### src/rtl/uart_rx_fsm_pkg.sv
// Shared UART definitions: frame data width, receiver state encoding and the
// even-parity convention used by both the transmitter and the receiver.
package uart_rx_fsm_pkg;

    localparam int DATA_W = 8;

    typedef enum logic [2:0] {
        ST_IDLE,
        ST_START,
        ST_DATA,
        ST_PARITY,
        ST_STOP,
        ST_BRK
    } rx_state_t;

    // Parity bit as emitted by the transmitter: XOR of all data bits.
    function automatic logic parity_of(input logic [DATA_W-1:0] d);
        return ^d;
    endfunction

endpackage

### src/rtl/uart_rx_fsm_if.sv
// Host-side receive interface: received byte, status flags and acknowledge.
interface uart_rx_fsm_if;
    import uart_rx_fsm_pkg::*;

    logic [DATA_W-1:0] rx_data;
    logic              rx_rdy;
    logic              par_err;
    logic              frm_err;
    logic              ovr_err;
    logic              rx_ack;

    modport master (
        output rx_data, rx_rdy, par_err, frm_err, ovr_err,
        input  rx_ack
    );

    modport slave (
        input  rx_data, rx_rdy, par_err, frm_err, ovr_err,
        output rx_ack
    );

endinterface

### src/rtl/uart_rx_fsm_sync.sv
// Two-flop RXD synchronizer plus a majority vote over the current synced
// sample and the two synced samples taken on the preceding oversample ticks.
module uart_rx_fsm_sync (
    input  logic clk,
    input  logic rst_n,
    input  logic ce,
    input  logic rxd,
    output logic rxd_sync,
    output logic vote
);

    logic [1:0] meta;
    logic [1:0] hist;

    always_ff @(posedge clk or negedge rst_n) begin
        if (!rst_n) begin
            meta <= 2'b11;
            hist <= 2'b11;
        end else begin
            meta <= {meta[0], rxd};
            if (ce) begin
                hist <= {hist[0], meta[1]};
            end
        end
    end

    assign rxd_sync = meta[1];
    assign vote     = (hist[1] & hist[0]) | (hist[1] & rxd_sync) | (hist[0] & rxd_sync);

endmodule

### src/rtl/uart_rx_fsm.sv
// UART receiver: start/8 data LSB-first/even parity/stop frames recovered with
// OVS-times oversampling, presented on a ready/acknowledge interface.
module uart_rx_fsm
    import uart_rx_fsm_pkg::*;
#(
    parameter int OVS = 16
) (
    input  logic           clk,
    input  logic           rst_n,
    input  logic           rx_ce,
    input  logic           rxd,
    uart_rx_fsm_if.master  bus
);

    localparam int            TW     = $clog2(OVS);
    localparam logic [TW-1:0] CENTRE = TW'(OVS / 2);

    rx_state_t         state;
    logic [TW-1:0]     tcnt;
    logic [2:0]        bcnt;
    logic [DATA_W-1:0] shreg;
    logic              par_bit;
    logic              rxd_sync;
    logic              vote;
    logic              centre;
    logic              done;

    uart_rx_fsm_sync u_sync (
        .clk      (clk),
        .rst_n    (rst_n),
        .ce       (rx_ce),
        .rxd      (rxd),
        .rxd_sync (rxd_sync),
        .vote     (vote)
    );

    assign centre = rx_ce && (tcnt == CENTRE);
    assign done   = centre && (state == ST_STOP);

    always_ff @(posedge clk or negedge rst_n) begin
        if (!rst_n) begin
            state       <= ST_IDLE;
            tcnt        <= '0;
            bcnt        <= '0;
            shreg       <= '0;
            par_bit     <= 1'b0;
            bus.rx_data <= '0;
            bus.rx_rdy  <= 1'b0;
            bus.par_err <= 1'b0;
            bus.frm_err <= 1'b0;
            bus.ovr_err <= 1'b0;
        end else begin
            if (rx_ce) begin
                tcnt <= tcnt + TW'(1);
                unique case (state)
                    ST_IDLE: begin
                        if (!rxd_sync) begin
                            state <= ST_START;
                            tcnt  <= '0;
                        end
                    end
                    ST_START: begin
                        if (centre) begin
                            if (vote) begin
                                state <= ST_IDLE;
                            end else begin
                                state <= ST_DATA;
                                bcnt  <= '0;
                            end
                        end
                    end
                    ST_DATA: begin
                        if (centre) begin
                            shreg <= {vote, shreg[DATA_W-1:1]};
                            bcnt  <= bcnt + 3'd1;
                            if (bcnt == 3'd7) begin
                                state <= ST_PARITY;
                            end
                        end
                    end
                    ST_PARITY: begin
                        if (centre) begin
                            par_bit <= vote;
                            state   <= ST_STOP;
                        end
                    end
                    ST_STOP: begin
                        // A low stop bit parks in BRK so a held-low line is not
                        // mistaken for a fresh start bit.
                        if (centre) begin
                            state <= vote ? ST_IDLE : ST_BRK;
                        end
                    end
                    ST_BRK: begin
                        if (rxd_sync) begin
                            state <= ST_IDLE;
                        end
                    end
                    default: state <= ST_IDLE;
                endcase
            end

            if (done) begin
                bus.rx_data <= shreg;
                bus.par_err <= parity_of(shreg) ^ par_bit;
                bus.frm_err <= ~vote;
                bus.rx_rdy  <= 1'b1;
                if (bus.rx_rdy && !bus.rx_ack) begin
                    bus.ovr_err <= 1'b1;
                end
            end else if (bus.rx_ack) begin
                bus.rx_rdy  <= 1'b0;
                bus.ovr_err <= 1'b0;
            end
        end
    end

endmodule

### src/flat_wrapper.sv
// flat-port wrapper written by rule: the top's interface ports become plain ports
module uart_rx_fsm_flat import uart_rx_fsm_pkg::*;
#(
    parameter int OVS = 16
)
  (clk, rst_n, rx_ce, rxd, bus_rx_data, bus_rx_rdy, bus_par_err, bus_frm_err, bus_ovr_err, bus_rx_ack);
  uart_rx_fsm_if bus_i ();
  input  logic clk;
  input  logic rst_n;
  input  logic rx_ce;
  input  logic rxd;
  output wire logic [$bits(bus_i.rx_data)-1:0] bus_rx_data;
  output wire logic [$bits(bus_i.rx_rdy)-1:0] bus_rx_rdy;
  output wire logic [$bits(bus_i.par_err)-1:0] bus_par_err;
  output wire logic [$bits(bus_i.frm_err)-1:0] bus_frm_err;
  output wire logic [$bits(bus_i.ovr_err)-1:0] bus_ovr_err;
  input wire logic [$bits(bus_i.rx_ack)-1:0] bus_rx_ack;
  assign bus_rx_data = bus_i.rx_data;
  assign bus_rx_rdy = bus_i.rx_rdy;
  assign bus_par_err = bus_i.par_err;
  assign bus_frm_err = bus_i.frm_err;
  assign bus_ovr_err = bus_i.ovr_err;
  assign bus_i.rx_ack = bus_rx_ack;
  uart_rx_fsm #(.OVS(OVS)) u_core (.clk(clk), .rst_n(rst_n), .rx_ce(rx_ce), .rxd(rxd), .bus(bus_i));
endmodule
### config.mk
export PLATFORM = sky130hd
export DESIGN_NAME = uart_rx_fsm_flat
export DESIGN_NICKNAME = d
export VERILOG_FILES = /design/src/rtl/uart_rx_fsm_pkg.sv /design/src/rtl/uart_rx_fsm_if.sv /design/src/rtl/uart_rx_fsm_sync.sv /design/src/rtl/uart_rx_fsm.sv /design/src/flat_wrapper.sv
export SDC_FILE = /design/constraint.sdc
export NUM_CORES = 1
export LEC_CHECK = 0
export BUFFER_PORTS_ARGS = -buffer_cell sky130_fd_sc_hd__clkbuf_2
export CELL_PAD_IN_SITES_DETAIL_PLACEMENT = 0
export CELL_PAD_IN_SITES_GLOBAL_PLACEMENT = 1
export CORE_ASPECT_RATIO = 0.6
export CORE_MARGIN = 10
export CORE_UTILIZATION = 49
export CTS_BUF_LIST = sky130_fd_sc_hd__clkbuf_8
export CTS_CLUSTER_SIZE = 24
export DETAILED_ROUTE_END_ITERATION = 8
export PLACE_DENSITY_LB_ADDON = 0.3
export REMOVE_ABC_BUFFERS = 1
export SETUP_SLACK_MARGIN = 0.15
export SYNTH_ARGS = -nofsm -noshare
export SYNTH_HDL_FRONTEND = slang
export SYNTH_SLANG_ARGS = --single-unit
### constraint.sdc
create_clock -name clk -period 2.5 [get_ports clk]
set_clock_uncertainty 0.15 [all_clocks]
set_input_delay 0.125 -clock clk [delete_from_list [all_inputs] [get_ports clk]]
set_output_delay 0.125 -clock clk [all_outputs]
set_load 0.01 [all_outputs]
; Word-level counts from Yosys, hierarchy flattened
; Cells that the tools add are included.
[word_totals]
output_inout_bits = 12
word_cells = 70
regBits = 35
in_bits = 5
[op_classes]
n_reduce_logical = 13
n_mux = 20
n_bitwise = 7
n_eq_ne = 16
n_addsub = 2
[op_table]
columns = operator, n
row1 = 3-bit two-way mux, 11
row2 = 3-bit case mux with 6 select lines, 1
row3 = "2-bit by 1-bit != test with 1-bit output, second input constant", 5
row4 = "3-bit == test, second input constant", 3
row5 = 4-bit two-way mux, 2
row6 = "2-bit != test, second input constant", 4
row7 = 8-bit AND reduction, 1
row8 = 8-bit XOR reduction, 1
row9 = "3-bit by 2-bit == test with 1-bit output, second input constant", 2
row10 = 3-bit case mux with 2 select lines, 1
row11 = 3-bit AND reduction, 2
row12 = 5-bit AND reduction, 1
row13 = "4-bit by 1-bit adder with 4-bit output, second input constant", 1
row14 = "4-bit == test, second input constant", 1
row15 = 1-bit two-way mux, 4
row16 = 2-bit nonzero test, 2
row17 = "3-bit by 1-bit adder with 3-bit output, second input constant", 1
row18 = 1-bit bitwise AND, 3
row19 = "3-bit by 1-bit == test with 1-bit output, second input constant", 1
row20 = 1-bit logical AND, 3
row21 = 3-bit logical NOT, 1
row22 = 2-bit two-way mux, 1
row23 = 1-bit bitwise OR, 2
row24 = 2-bit AND reduction, 1
row25 = 3 further kinds, 3

; Depth between registers and ports, before layout
; Gate-level depths: netlist (run 1).
[logic_depth]
depth_word = 6
mapped_depth = 8
ltp_nobuf = 6

; By module
; A second synthesis (run 1) with hierarchy kept.
[hier_totals]
hier_cells = 142
area_unflattened_um2 = 1641.6
[by_module_without_submodules]
columns = module, seq_area_each_um2, n_inst, cells_each, area_per_inst_um2
row1 = uart_rx_fsm, 775.7, 1, 135, 1502.7
row2 = uart_rx_fsm_sync, 105.1, 1, 7, 138.9

; Least setup slack after synthesis (run 1)
; OpenSTA, ideal clock, no wires.
[synth_timing]
path_type = register -> register
from = register u_core.tcnt[0]
to = register u_core.shreg[0]
n_path_buf = 0
synth_period_minus_slack_ns = 1.812
path_stages_with_launch = 6
setup_ns = 0.125
arrival_time_ns = 1.537
setup_slack_ns = 0.688
t_required_ns = 2.225
path_cell_list = dfrtp_1 inv_1 ha_1 nand4b_4 nor4_4 mux2_2
[synth_via]
elab_chain_len = 3
[synth_rtl]
columns = item, line_no
row1 = "start, declared", uart_rx_fsm.sv:19  ; logic [TW-1:0] tcnt;
row2 = "start signal, assigned", uart_rx_fsm.sv:54  ; tcnt <= tcnt + TW'(1);
row3 = 4-bit == test, uart_rx_fsm.sv:37  ; assign centre = rx_ce && (tcnt == CENTRE);
row4 = 1-bit logical AND, uart_rx_fsm.sv:37
row5 = 3-bit AND reduction (no line), --
row6 = "end signal, assigned", uart_rx_fsm.sv:74  ; shreg <= {vote, shreg[DATA_W-1:1]};
row7 = "end, declared", uart_rx_fsm.sv:21  ; logic [DATA_W-1:0] shreg;
; No other way between the ends.
; A chain may end at the register's enable or synchronous reset.

; Final worst setup path (run 1)
; Same ends and word-level chain as after synthesis.

==> results of run 1 <==
[per-stage QoR]
stage | instances | hold slack [ps] | area, um2 | util
5_1_grt | 203 | 148.1 | 1928 | 0.5873
4_1_cts | 203 | 121.1 | 1928 | 0.5873
2_1_floorplan | 131 | -320.6 | 1645 | -
3_5_place_dp | 192 | 63.90 | 1782 | 0.5427
6_report | 203 | 126.0 | 1928 | 0.5873
3_3_place_gp | 192 | 65.33 | 1782 | 0.5427
[cell families after synthesis]
family | count (synthesis)
DFF | 35
buffers and inverters | 13
and+or+nand+nor | 30
muxes | 21
AOI/OAI and AO/OA | 26
xor gates and xnor gates | 7
adders and majority gates | 5
[path summary, 6_finish.rpt]
check                      slack (ps)  depth (start not counted)                     to                   from
max in group asynchronous        1370                          2  u_core.bus.rx_data[0]                  rst_n
max reg2reg                       450                          5        u_core.shreg[0]         u_core.tcnt[0]
min in group asynchronous         310                          2  u_core.bus.rx_data[7]                  rst_n
min reg2reg                       210                          0  u_core.u_sync.meta[1]  u_core.u_sync.meta[0]
min                               130                          2         u_core.tcnt[3]                  rx_ce
max                               450                          5        u_core.shreg[0]         u_core.tcnt[0]
[state kept, by name, summed over array words and instances (netlist names)]
name,cells
u_core.shreg,8
u_core.bus.par_err,1
u_core.state,3
u_core.par_bit,1
u_core.bcnt,3
u_core.bus.ovr_err,1
u_core.tcnt,4
u_core.bus.rx_rdy,1
u_core.bus.rx_data,8
u_core.u_sync.hist,2
u_core.u_sync.meta,2
u_core.bus.frm_err,1
[per-layer routing]
layer / share of wire / track usage / vias to the layer above / wire (um)
li1: - / - / 534 / -
met1: 0.51 / 0.1414 / 548 / 1563
met2: 0.41 / 0.1515 / 23 / 1251
met3: 0.062 / 0.04535 / 9 / 188
met4: 0.013 / 0.03846 / 0 / 40
met5: 0 / 0 / - / 0
[synth_stat cells (all sizes together) (2+ instances only)]
| cell type | count | area share |
|---|---|---|
| dfrtp | 31 | 0.46 |
| mux2i | 2 | 0.012 |
| clkbuf | 3 | 0.0067 |
| o22ai | 2 | 0.0074 |
| nor4 | 2 | 0.016 |
| ha | 4 | 0.030 |
| buf | 3 | 0.014 |
| nor3b | 2 | 0.0089 |
| nand3 | 8 | 0.031 |
| o21ai | 11 | 0.033 |
| xor2 | 2 | 0.010 |
| a21oi | 5 | 0.015 |
| xnor2 | 4 | 0.021 |
| nor3 | 2 | 0.0060 |
| nand2 | 7 | 0.016 |
| dfstp | 4 | 0.063 |
| mux2 | 19 | 0.13 |
| nor2 | 3 | 0.0067 |
| inv | 7 | 0.016 |
[what timing repair did]
action | 4_1_cts | 5_1_grt
setup buffers | 0 | 0
endpoints found under the hold margin | 34 | 0
hold buffers | 3 | 0
gates resized for setup | 0 | 0
[worst register-to-register path, cell delays in order (launching register included)]
cell and delay, ps:
dfrtp_1 400, inv_1 100, ha_1 210, nand4b_4 150, nor4_4 510, mux2_2 410
[final cells by class]
| class | count | area, um2 |
|---|---|---|
| clock inverter | 3 | 47.55 |
| inverter | 7 | 26.28 |
| timing repair buffer | 19 | 110.1 |
| multi-input combinational | 89 | 738.2 |
| sequential | 35 | 880.8 |
| tap | 45 | 56.30 |
| fill | 291 | 1355 |
| clock buffer | 5 | 68.82 |
[power breakdown]
part           internal [mW]  switching, mW
clock                  0.302          0.218
sequential             0.688          0.147
combinational          0.294          0.222
==> metrics.md, run 1 <==
| Metric | Value |
|---|---|
| Pre-CTS WS | `449.1 ps` |
| Initial Util | `0.5118` |
| Seq cells post-synth | `35` |
| Simple-gate portion of the synthesized area | `0.1221` |
| ANT cells | `0` |
| Grt total ovfl | `0` |
| Lkg Pwr | `0.9103 nW` |
| CTS tree | `yes` |
| Nets@finish | `166` |
| Arrival @ worst endpoint | `2070 ps` |
| DR vias/cell | `5.488` |
| Post-synthesis cell count | `137` |
| Total GRT Usage | `0.1068` |
| Post-Syn Area per Cell | `12.27 um2` |
| Num CTS Buffers | `5` |
| RSZ-0062 raised after global routing | `false` |
| Hold Path Class | `primary input to flop` |
| Critical path class | `flop to flop` |
| Detailed Place HPWL | `2228 um` |
| Slack of the critical path | `450.2 ps` |
| Routability Congestion | `0.7068` |
| I/O Buffers | `16` |
| Synth Area in XOR/XNOR | `0.04468` |
| Crit-path cells | `inv_1 -> ha_1 -> nand4b_4 -> nor4_4 -> mux2_2` |
| Root buf cell | `clkbuf_8` |
| Most frequent cells in the layout | `dfrtp_1 (31), mux2_2 (19), clkbuf_2 (16), o21ai_0 (11)` |
| Fmax | `487.9 MHz` |
| Synth cell types | `40` |
| Clk sinks | `35` |
| Final Setup Violations | `0` |
| Setup_tns | `0 ps` |
| Clock-pin slew on the worst setup and hold paths | `80 ps` |
| CP Launch Type | `flop` |
| CTS H-Tree Depth | `2` |
| X dimension of the die | `95.60 um` |
| Antenna-violating nets left | `0` |
| Worst-path fanout max | `9` |
| Max IR drop VDD | `0.4714 mV` |
| Max Cap Violations | `0` |
| Critical Path Max Stage Delay | `510 ps` |
| Critical-path top delay cell | `nor4_4` |
| Drt initial violations | `78` |
| Vias in the first global route | `1117` |
| WL per Instance | `14.99 um` |
| Share of layout cells above drive strength 1 | `0.3291` |
| Worst-Skew Late Latency | `290 ps` |
| Multiplexer area fraction after synthesis | `0.1392` |
| Main flop type after synthesis | `dfrtp_1` |
| Adder-Cell Fraction of Synth Area | `0.03574` |
| Row Count | `16` |
| First-pass GRT wire length | `5347 um` |
| Final min period | `2050 ps` |
| Area grow syn2layout | `14.74%` |
| Clk buf depth | `2` |
| Die Span Y | `65.36 um` |
| Number of synthesized flops with an enable pin | `0` |
| Die area | `0.006248 mm2` |
| Vias post-DR | `1114` |
| Period Utilization, post-route | `0.8199` |
| Post-synthesis compound-gate area fraction | `0.09754` |
| Largest net degree at the start of global routing | `36` |
| Core box area | `0.003283 mm2` |
| Register area share after synthesis | `0.5242` |
| Overall routed net length | `3043 um` |
| CP bufs+invs | `1` |
| Crit path required time | `2520 ps` |
| IO Count | `17` |
| Final count of pins violating max slew | `0` |
| Post-route DRC | `0` |
| Cell Pwr Density | `970.4 mW/mm2` |
| Hold Vio Cnt, Final | `0` |
| Ys Warns | `0` |
| Commonest non-fill, non-tap cell in the layout | `dfrtp_1` |
| Status | `finished, final reports clean` |
| Antenna violations before repair | `0` |
| Netlist Area Pre-Place | `0.001680 mm2` |
| Slew margin rel. | `0.4522` |
| Share of flip-flops with an asynchronous set or reset | `1.000` |
| Critical path capture point type | `flop` |
| Worst slew pin tran | `821.7 ps` |
| Tot Pwr | `1.871 mW` |
| Largest delay contributor family on the critical path | `simple AND/OR/NAND/NOR gates` |
| DR pass1 iterations | `4` |
| Main combinational cell family by area after synthesis | `multiplexers` |
(Power assumes the default switching activity.)
==> run 2: changes to the inputs <==
==> constraint.sdc (replaced) <==
create_clock -name clk -period 1.9 [get_ports clk]
set_clock_uncertainty 0.15 [all_clocks]
set_input_delay 0.095 -clock clk [delete_from_list [all_inputs] [get_ports clk]]
set_output_delay 0.095 -clock clk [all_outputs]
set_load 0.01 [all_outputs]
==> metrics.md, run 2 (synthesized netlist as in run 1, its figures left out) <==
| Metric | Value |
|---|---|
| Status | `finished, final reports clean` |
| Grt total ovfl | `0` |
| WL per Instance | `16.05 um` |
| Worst-path fanout max | `7` |
| Max Cap Violations | `0` |
| Worst-Skew Late Latency | `280 ps` |
| Final Setup Violations | `0` |
| Clk sinks | `35` |
| Lkg Pwr | `0.9794 nW` |
| Crit path required time | `1900 ps` |
| First-pass GRT wire length | `5740 um` |
| Largest net degree at the start of global routing | `17` |
| Max IR drop VDD | `0.6383 mV` |
| Num CTS Buffers | `5` |
| Critical path capture point type | `flop` |
| X dimension of the die | `95.60 um` |
| Share of layout cells above drive strength 1 | `0.4368` |
| Slack of the critical path | `140.1 ps` |
| Antenna violations before repair | `0` |
| DR pass1 iterations | `4` |
| Clk buf depth | `2` |
| Most frequent cells in the layout | `dfrtp_1 (31), mux2_2 (18), clkbuf_2 (16), buf_4 (13), o21ai_0 (11)` |
| Fmax | `568.2 MHz` |
| Post-route DRC | `0` |
| Period Utilization, post-route | `0.9263` |
| RSZ-0062 raised after global routing | `true` |
| Fill count | `266` |
| I/O Buffers | `16` |
| Final Non-Filler Cells | `219` |
| Core box area | `0.003283 mm2` |
| Drt initial violations | `72` |
| Critical path class | `primary input to flop` |
| Worst hold slack | `123.3 ps` |
| Antenna-violating nets left | `0` |
| Placed Cells | `199` |
| Largest registers | `u_core.bus.rx_data: 8 flops, u_core.shreg: 8 flops, u_core.tcnt: 4 flops` |
| Detailed Place HPWL | `2397 um` |
| Setup_tns | `0 ps` |
| FF/Latch Area | `880.8 um2` |
| IO Count | `17` |
| Vias in the first global route | `1143` |
| Initial Util | `0.5118` |
| Worst slew pin tran | `414.8 ps` |
| Vias post-DR | `1156` |
| Clock-pin slew on the worst setup and hold paths | `70 ps` |
| Routability Congestion | `0.7450` |
| Row Count | `16` |
| Overall routed net length | `3515 um` |
| Final count of pins violating max slew | `0` |
| ANT cells | `0` |
| Slew margin rel. | `0.7235` |
| CP Launch Type | `primary input` |
| Die area | `0.006248 mm2` |
| Hold Path Class | `primary input to async pin` |
| Total GRT Usage | `0.1183` |
| Pre-CTS WS | `39.07 ps` |
| Final min period | `1760 ps` |
| Combined area of the multi-input logic cells | `783.3 um2` |
| DR vias/cell | `5.279` |
| Cell Pwr Density | `1215 mW/mm2` |
| Die Span Y | `65.36 um` |
| Root buf cell | `clkbuf_8` |
| Hold Vio Cnt, Final | `0` |
| Commonest non-fill, non-tap cell in the layout | `dfrtp_1` |
| Arrival @ worst endpoint | `1760 ps` |
| CTS tree | `yes` |
| Nets@finish | `182` |
| CTS H-Tree Depth | `2` |
| Area grow syn2layout | `23.75%` |
[run 2: final timing paths]
kind / slack, ps / endpoint / cells past startpoint / from
max: 140 / u_core.state[0] / 6 / rx_ce
min: 120 / u_core.bus.ovr_err / 2 / rst_n
max reg2reg: 150 / u_core.bus.rx_data[0] / 5 / u_core.tcnt[0]
min reg2reg: 210 / u_core.u_sync.meta[1] / 0 / u_core.u_sync.meta[0]
max in group asynchronous: 970 / u_core.bcnt[2] / 3 / rst_n
min in group clk: 210 / u_core.u_sync.meta[1] / 0 / u_core.u_sync.meta[0]
[run 2: final cells by class]
class	instances	share of cell area
multi-input cells	90	0.3767
clock buffers	7	0.04633
flip-flops and latches	35	0.4236
inverters	7	0.01264
well taps	45	0.02708
clock inverters	1	0.003610
repair buffers	34	0.1101
[run 2: report_power, final]
part | internal, mW | switching [mW] | total [mW]
clock network | 0.330 | 0.267 | 0.596
logic | 0.480 | 0.364 | 0.844
registers | 0.906 | 0.181 | 1.09
[run 2: per-stage QoR]
stage	total power [mW]	utilization	cell area, um2
floorplan	1.630	-	1645
global placement	1.785	0.5587	1834
detailed placement	1.821	0.5587	1834
CTS	2.491	0.6193	2033
global route	2.691	0.6334	2079
finish	2.527	0.6334	2079
[run 2: critical path, cell delays in order]
cell,delay (ps)
dlygate4sd3_1,540
clkbuf_2,180
and4b_2,350
a211o_1,320
a21oi_1,200
o41ai_2,80
[run 2: what timing repair did]
action                                  4_1_cts  5_1_grt
gates cloned                                  1        0
hold buffers                                  4        0
endpoints found under the hold margin        39        0
buffers inserted                              2        5
pin swaps                                     3        3
gates resized for setup                      10        2
endpoints found under the setup margin       22       20
[run 2: per-layer routing]
layer / share of wire / global-route usage
met1: 0.50 / 0.1625
met3: 0.065 / 0.06009
met4: 0.0026 / 0.02747
met5: 0 / 0
met2: 0.43 / 0.1599
